<file path="src/rtl/bp_cfg_stream_loader.sv">
// rtl/bp_cfg_stream_loader.sv - streams a config register table to one or all cores
module bp_cfg_stream_loader #(
  parameter int num_cores_p      = 1,
  parameter int num_regs_p       = 16,
  parameter int cfg_addr_width_p = 16,
  parameter int cfg_data_width_p = 64,
  localparam int core_id_width_lp = (num_cores_p == 1) ? 1 : $clog2(num_cores_p),
  localparam int idx_width_lp     = (num_regs_p == 1) ? 1 : $clog2(num_regs_p),
  localparam int cnt_width_lp     = ((num_cores_p * num_regs_p + 1) == 1) ? 1
                                    : $clog2(num_cores_p * num_regs_p + 1)
) (
  input  logic                        clk_i,
  input  logic                        reset_n_i,
  input  logic                        start_i,
  input  logic                        bcast_i,
  output logic [idx_width_lp-1:0]     tbl_idx_o,
  input  logic                        tbl_v_i,
  input  logic [cfg_addr_width_p-1:0] tbl_addr_i,
  input  logic [cfg_data_width_p-1:0] tbl_data_i,
  output logic                        cfg_v_o,
  input  logic                        cfg_ready_i,
  output logic [core_id_width_lp-1:0] cfg_core_id_o,
  output logic                        cfg_bcast_o,
  output logic [cfg_addr_width_p-1:0] cfg_addr_o,
  output logic [cfg_data_width_p-1:0] cfg_data_o,
  output logic                        busy_o,
  output logic                        done_o,
  output logic [cnt_width_lp-1:0]     sent_cnt_o
);

  localparam logic [idx_width_lp-1:0]     last_idx_lp  = idx_width_lp'(num_regs_p - 1);
  localparam logic [core_id_width_lp-1:0] last_core_lp = core_id_width_lp'(num_cores_p - 1);

  typedef enum logic [1:0] {IDLE, SEND, DONE} state_e;

  state_e                      state_r;
  logic [core_id_width_lp-1:0] core_r;
  logic [idx_width_lp-1:0]     idx_r;
  logic                        bcast_r;
  logic [cnt_width_lp-1:0]     sent_cnt_r;
  logic                        busy_r;
  logic                        done_r;

  logic in_send;
  logic accept;
  logic advance;
  logic last_entry;

  // Payload is taken straight from the table ROM; it stays stable during a
  // stall because the ROM index only moves on an advance.
  assign in_send       = (state_r == SEND);
  assign cfg_v_o       = in_send & tbl_v_i;
  assign accept        = cfg_v_o & cfg_ready_i;
  assign advance       = in_send & (~tbl_v_i | cfg_ready_i);
  assign last_entry    = (idx_r == last_idx_lp) & (bcast_r | (core_r == last_core_lp));
  assign tbl_idx_o     = idx_r;
  assign cfg_core_id_o = bcast_r ? '0 : core_r;
  assign cfg_bcast_o   = bcast_r;
  assign cfg_addr_o    = tbl_addr_i;
  assign cfg_data_o    = tbl_data_i;
  assign busy_o        = busy_r;
  assign done_o        = done_r;
  assign sent_cnt_o    = sent_cnt_r;

  // Sequencer: walks core-major over the table, skipping invalid entries in one cycle.
  always_ff @(posedge clk_i or negedge reset_n_i) begin
    if (!reset_n_i) begin
      state_r    <= IDLE;
      core_r     <= '0;
      idx_r      <= '0;
      bcast_r    <= 1'b0;
      sent_cnt_r <= '0;
      busy_r     <= 1'b0;
      done_r     <= 1'b0;
    end else begin
      case (state_r)
        IDLE, DONE: begin
          if (start_i) begin
            state_r    <= SEND;
            bcast_r    <= bcast_i;
            core_r     <= '0;
            idx_r      <= '0;
            sent_cnt_r <= '0;
            busy_r     <= 1'b1;
            done_r     <= 1'b0;
          end
        end
        SEND: begin
          if (accept) begin
            sent_cnt_r <= sent_cnt_r + cnt_width_lp'(1);
          end
          if (advance) begin
            if (last_entry) begin
              state_r <= DONE;
              busy_r  <= 1'b0;
              done_r  <= 1'b1;
              idx_r   <= '0;
              core_r  <= '0;
            end else if (idx_r != last_idx_lp) begin
              idx_r <= idx_r + idx_width_lp'(1);
            end else begin
              idx_r  <= '0;
              core_r <= core_r + core_id_width_lp'(1);
            end
          end
        end
        default: begin
          state_r <= IDLE;
          busy_r  <= 1'b0;
          done_r  <= 1'b0;
        end
      endcase
    end
  end

endmodule

</file>
<file path="config.mk">
export PLATFORM = sky130hd
export DESIGN_NAME = bp_cfg_stream_loader
export DESIGN_NICKNAME = d
export VERILOG_FILES = /design/src/rtl/bp_cfg_stream_loader.sv
export SDC_FILE = /design/constraint.sdc
export NUM_CORES = 1
export LEC_CHECK = 0
export BUFFER_PORTS_ARGS = -buffer_cell sky130_fd_sc_hd__buf_4
export CAP_MARGIN = 10
export CORE_ASPECT_RATIO = 0.75
export CORE_MARGIN = 1
export CORE_UTILIZATION = 31
export DETAILED_ROUTE_END_ITERATION = 8
export PLACE_DENSITY = 0.81
export SLEW_MARGIN = 10
export SYNTH_ARGS = -nofsm -noshare
export SYNTH_HDL_FRONTEND = slang
export SYNTH_SLANG_ARGS = --single-unit
</file>
<file path="constraint.sdc">
create_clock -name clk_i -period 1.66 [get_ports clk_i]
set_input_delay 0.166 -clock clk_i [delete_from_list [all_inputs] [get_ports clk_i]]
set_output_delay 0.166 -clock clk_i [all_outputs]
set_load 0.05 [all_outputs]
</file>
==> out/summary.txt, run 1 <==
Pleak = 0.0004683 uW
Worst-Margin Slew = 410.1 ps
Synthesized flop and latch total = 14
Multi-input gate area = 360.3 um2
Hold Path Depth = 2
RSZ-0062 raised after global routing = false
Post-CTS resize count = 0
Post-synth cell types = 30
CTS root buf = clkbuf_8
Critical path class = flop to output port
Core Rows = 20
Power density cells = 1871 nW/um2
Vias in the first global route = 632
R2r startpoint = state_r[0]$_DFFE_PN0P_
Setup crit end kind = output port
HP Class = primary input to flop
Largest net degree at the start of global routing = 15
CP cell instances = nor2b_1, and2_1, buf_4
Logic pwr share = 0.498
WP data required = 1490 ps
CTS tree = done
FF-to-FF End = tbl_idx_o[0]$_DFFE_PN0P_
Crit path max-delay family = flip-flops
Total power = 1868 uW
Fillcell total = 438
Mapped Cells = 147
Worst-path clk slew = 60 ps
Switch share = 0.4722
Skew final = 4.191 ps
Min Tclk post-route = 1511 ps
GRT met3 Usage = 0.1194
Detailed Route WL = 2.210 mm
Synthesis Warnings = 0
M2 GR Usage = 0.09608
Sequential share of the synthesized area = 0.2629
Core Util, Final = 0.2448
Period utilization = 0.9104
Total global-route track usage = 0.1033
Pint = 986.0 uW
Layout cells sized above 1 = 0.3034
Antenna violations before repair = 0
Sequential Area = 350.3 um2
Detail Route Antenna Nets = 0
Met1 Use GR = 0.1261
# hold bufs at CTS = 1
Initial core utilization = 0.3267
Critical path data arrival time = 1350 ps
Via count = 664
I/O pin total = 180
Die Y = 58.78 um
Slowest stage delay, CP = 480 ps
Layout net count = 178
# DRC = 0
Gpl congestion = 0.7714
Grt peak-use layer = met1
PortBufs = 19
Final HPWL DP = 1.730 mm
H-Tree Depth = 1
Crit path from = state_r[0]$_DFFE_PN0P_
Post-Synthesis Net Count = 235
Crit path launch type = flop
# clock sinks = 14
Sw power = 882.3 uW
Antenna cells = 0
Cells after DPL = 139
Final Max Slew Viols = 0
Clk buf depth = 2
CP Max Fanout = 7
Sequential power share = 0.321
Finish-stage setup viols = 0
Startpoint of the worst hold path = bcast_i
Layout Cells excl Fill = 144
CP Buf/Inv Count = 1
Worst reg2reg path depth = 3
Skew-Pair Late Insertion Delay = 250 ps
Detailed Route Iter0 Violations = 59
Mean routed wirelength per cell = 15.35 um
Post-Syn Area = 1333 um2
Clock power frac = 0.182
Max-cap viol count = 0
Total CTS buffers = 3
GRT overflow = 0
DR pass1 iterations = 4
Setup slack, reg-to-reg = 230 ps
Hold Crit Endpoint = cfg_bcast_o$_DFFE_PN0P_
DIE AREA = 4568 um2
Worst VDD drop = 0.0005226 V
Highest Clock Rate = 661.7 MHz
Slew headroom = 0.7266
Core Area = 4079 um2
Outcome = completed
Post-CTS setup buffers = 0
Final hold vios = 0
Die Wd = 77.71 um
Critical path's slowest cell = dfrtp_1
Routed vias/inst = 4.611
First-pass GRT wire length = 3.443 mm
Area grow syn2layout = -25.07%
Avg Synthesized Cell Area = 9.065 um2
Setup TNS = 0 ps
cell families (layout without fill, tap and decap cells):
kind of cell,count (synthesis),after routing,synth area share
AOI/OAI and AO/OA,21,21,0.1108
adders and majority gates,2,2,0.01878
buffers and inverters,85,27,0.4685
DFF,14,14,0.2629
muxes,3,3,0.02441
and+or+nand+nor,22,22,0.1145
worst max-delay path by stage:
stage,endpoint,slack [ps],cells after the start
after floorplan,tbl_idx_o[0]$_DFFE_PN0P_,50,4
after global placement,tbl_idx_o[0]$_DFFE_PN0P_,280,3
after detailed placement,tbl_idx_o[0]$_DFFE_PN0P_,230,3
after CTS,cfg_v_o,140,3
after global routing,cfg_v_o,100,3
final,cfg_v_o,150,3
registers in the layout, summed over array words and instances (netlist names):
signal / flops
busy_o: 1
cfg_bcast_o: 1
core_r: 1
sent_cnt_o: 5
state_r: 2
tbl_idx_o: 4
final cells by class:
| type | count | area share |
|---|---|---|
| clock buffer | 4 | 0.05514 |
| inverter | 3 | 0.01128 |
| multi-input combinational | 48 | 0.3609 |
| sequential | 14 | 0.3509 |
| tap | 55 | 0.06892 |
| timing repair buffer | 20 | 0.1529 |
per-layer routing:
metal	vias to the layer above	part of all wire
met5	-	0
met4	0	0.020
met2	75	0.32
li1	295	-
met1	285	0.44
met3	9	0.22
cell usage in the layout (no fill, tap or decap), drive strengths merged, types with 2 or more instances in the layout:
cell	n
a21boi	2
a21o	2
buf	19
clkbuf	4
dfrtp	14
ha	2
inv	3
mux2	2
nand2	2
nand2b	4
nand3	5
nor2b	2
nor3b	3
o211ai	4
o21ai	6
o31ai	3
power by group through the flow:
stage	Sequential (uW)	Clock, uW	Combinational (uW)
2_1_floorplan	923	0	862
3_3_place_gp	601	0	934
3_5_place_dp	607	0	941
4_1_cts	601	350	944
5_1_grt	628	363	1010
6_report	599	340	930
Yosys cell counts:
cell      count  area [um2]
o211ai_1      4       30.03
nand3_1       5       25.02
a21o_1        2       15.01
nand2_1       2       7.510
o21ai_1       1       5.000
o21bai_1      1       7.510
buf_4        81       608.1
nor2b_1       2       12.51
inv_1         3       11.26
and2b_1       1       7.510
nand4b_4      1       23.77
a21oi_1       1       5.000
or3_1         1       6.260
nor3b_1       2       15.01
o21ai_0       4       20.02
o21ai_2       1       8.760
nor3_1        1       5.000
o211a_1       1       10.01
a21boi_1      2       15.01
ha_1          2       25.02
buf_2         1       5.000
and2_1        1       6.260
nand2b_1      4       25.02
a211o_1       1       8.760
o31ai_1       3       22.52
nor4_1        1       6.260
mux2_1        2       22.52
mux2i_1       1       10.01
nor3b_2       1       12.51
dfrtp_1      14       350.3
metrics by stage:
step                hold WS (ps)  setup WS, ps  cell area (um2)
floorplan                 -129.6         51.22             1335
global placement           25.09         284.9            933.4
detailed placement         30.82         233.7            933.4
CTS                        135.0         142.2            998.5
global route               142.5         98.38            998.5
finish                     139.2         148.8            998.5
Note: power is estimated with default switching activity, not from simulation.
==> inputs of run 2 (changes only) <==
--- a/config.mk
+++ b/config.mk
@@ -7,11 +7,10 @@
 export LEC_CHECK = 0
 export BUFFER_PORTS_ARGS = -buffer_cell sky130_fd_sc_hd__buf_4
 export CAP_MARGIN = 10
-export CORE_ASPECT_RATIO = 0.75
-export CORE_MARGIN = 1
-export CORE_UTILIZATION = 31
+export CORE_AREA = 2 2 69 71
 export DETAILED_ROUTE_END_ITERATION = 8
-export PLACE_DENSITY = 0.81
+export DIE_AREA = 0 0 71 73
+export PLACE_DENSITY = 0.79
 export SLEW_MARGIN = 10
 export SYNTH_ARGS = -nofsm -noshare
 export SYNTH_HDL_FRONTEND = slang
==> constraint.sdc (replaced) <==
create_clock -name clk_i -period 1.7 [get_ports clk_i]
set_input_delay 0.17 -clock clk_i [delete_from_list [all_inputs] [get_ports clk_i]]
set_output_delay 0.17 -clock clk_i [all_outputs]
set_load 0.05 [all_outputs]
==> out/summary.txt, run 2 (synthesis results as in run 1) <==
Outcome = completed
Core Area = 4536 um2 (+11%)
Gpl congestion = 0.7791 (+1.0%)
Period utilization = 0.9036
Crit path from = state_r[0]$_DFFE_PN0P_
Skew-Pair Late Insertion Delay = 250 ps (about the same)
R2r startpoint = state_r[0]$_DFFE_PN0P_
Logic pwr share = 0.512 (+0.014)
HP Class = primary input to flop
Final hold vios = 0 (unchanged)
Slew headroom = 0.7407 (+0.01410)
Worst slack at placement = 287.0 ps (+53.40 ps)
Worst-path clk slew = 50 ps (about the same)
Vias in the first global route = 609 (-3.6%)
Antenna cells = 0 (unchanged)
Final Max Slew Viols = 0 (unchanged)
Clk buf depth = 2 (unchanged)
Final WS setup = 163.9 ps (+15.09 ps)
# clock sinks = 14 (unchanged)
Routed vias/inst = 4.592 (-0.42%)
Largest net degree at the start of global routing = 15 (unchanged)
RSZ-0062 raised after global routing = false
Layout net count = 178 (unchanged)
Final HPWL DP = 1.728 mm (-0.11%)
Area grow syn2layout = -26.20%
GRT overflow = 0 (unchanged)
Antenna violations before repair = 0 (unchanged)
Max reg flops = 5 (unchanged)
Placed Instance Area = 932.1 um2 (-0.13%)
Cells after DPL = 138 (-0.72%)
Fin area = 983.4 um2 (-1.5%)
Switch share = 0.4822 (+0.009950)
Total CTS buffers = 3 (unchanged)
DIE AREA = 5183 um2 (+13%)
Core Util, Final = 0.2168 (-0.02796)
CP Buf/Inv Count = 1 (unchanged)
CTS root buf = clkbuf_8
Critical path class = flop to output port
Pleak = 0.0004611 uW (-1.5%)
Die Wd = 71 um (-8.6%)
Pint = 913.3 uW (-7.4%)
Layout Cells excl Fill = 142 (-1.4%)
CP Max Fanout = 7 (unchanged)
Critical path data arrival time = 1370 ps (+20 ps)
Post-CTS setup buffers = 0 (unchanged)
DR pass1 iterations = 4 (unchanged)
WP data required = 1530 ps (+40 ps)
Startpoint of the worst hold path = bcast_i
GRT met3 Usage = 0.05801 (-0.06137)
H-Tree Depth = 1 (unchanged)
Die Y = 73 um (+24%)
Crit path max-delay family = flip-flops
First-pass GRT wire length = 3.325 mm (-3.4%)
Detailed Route WL = 2.201 mm (-0.41%)
PortBufs = 19 (unchanged)
Skew final = 1.969 ps (-2.222 ps)
Setup crit end kind = output port
Sw power = 850.5 uW (-3.6%)
Met1 Use GR = 0.1057 (-0.02041)
Detail Route Antenna Nets = 0 (unchanged)
# hold bufs at CTS = 1 (unchanged)
CTS tree = done
Most common cell after layout, fill and taps aside = buf_4
Grt peak-use layer = met1
Setup TNS = 0 ps (unchanged)
Post-CTS resize count = 0 (unchanged)
Slowest stage delay, CP = 470 ps (about the same)
Detailed Route Iter0 Violations = 50 (-15%)
Finish-stage setup viols = 0 (unchanged)
Initial core utilization = 0.2938 (-0.03289)
Mean routed wirelength per cell = 15.50 um (+1.0%)
Total global-route track usage = 0.08706 (-0.01620)
Min Tclk post-route = 1536 ps
Worst VDD drop = 0.0006429 V (+23%)
Via count = 652 (-1.8%)
Power density cells = 1794 nW/um2 (-4.1%)
# DRC = 0 (unchanged)
Layout cells sized above 1 = 0.2955 (-0.007916)
M2 GR Usage = 0.09657 (+0.0004923)
I/O pin total = 180 (unchanged)
Clock power frac = 0.153 (-0.029)
Crit path launch type = flop
CP cell instances = nor2b_1, and2_1, buf_4
Sequential power share = 0.335 (+0.014)
Setup slack, reg-to-reg = 280 ps (+50 ps)
Worst-Margin Slew = 389.0 ps (-21.15 ps)
Commonest cells after routing, fill and taps aside = buf_4, dfrtp_1, nand3_1
Critical path's slowest cell = dfrtp_1
Core Rows = 25 (+25%)
Highest Clock Rate = 651.0 MHz
Max-cap viol count = 0 (unchanged)
==> run 2: cell types whose count changed in the layout (fill, tap and decap cells not counted) <==
cell and change:
clkbuf_8 -1
==> run 2: path summary, 6_finish.rpt <==
| path | end | depth (start not counted) |
|---|---|---|
| max | cfg_v_o | 3 |
| min | cfg_bcast_o$_DFFE_PN0P_ | 2 |
| max reg2reg | tbl_idx_o[0]$_DFFE_PN0P_ | 3 |
| min reg2reg | sent_cnt_o[3]$_DFFE_PN0P_ | 1 |
| max in group asynchronous | tbl_idx_o[2]$_DFFE_PN0P_ | 2 |
| min in group asynchronous | sent_cnt_o[2]$_DFFE_PN0P_ | 2 |
==> run 2: layout make-up <==
cell class / instances / area (um2)
clock buffer: 3 / 41.29
fill: 476 / 3552
inverter: 3 / 11.26
multi-input combinational: 48 / 360.3
sequential: 14 / 350.3
tap: 54 / 67.56
timing repair buffer: 20 / 152.6
==> run 2: metal layers <==
| layer | up-vias | share of wire |
|---|---|---|
| met5 | - | 0 |
| met4 | 0 | 0.077 |
| met3 | 23 | 0.14 |
| met2 | 50 | 0.37 |
| met1 | 288 | 0.41 |
| li1 | 291 | - |
==> run 2: stage by stage <==
stage / total power, uW / hold slack (ps)
2_1_floorplan: 1743 / -125.6
6_report: 1764 / 140.7
4_1_cts: 1786 / 143.8
3_5_place_dp: 1508 / 32.62
3_3_place_gp: 1496 / 30.13
5_1_grt: 1889 / 135.5
==> run 2: power by group through the flow <==
stage	Clock, uW	Combinational, uW	Sequential (uW)
finish	270	903	591
global route	302	975	612
CTS	277	918	591
detailed placement	0	915	594
global placement	0	910	586
floorplan	0	842	901
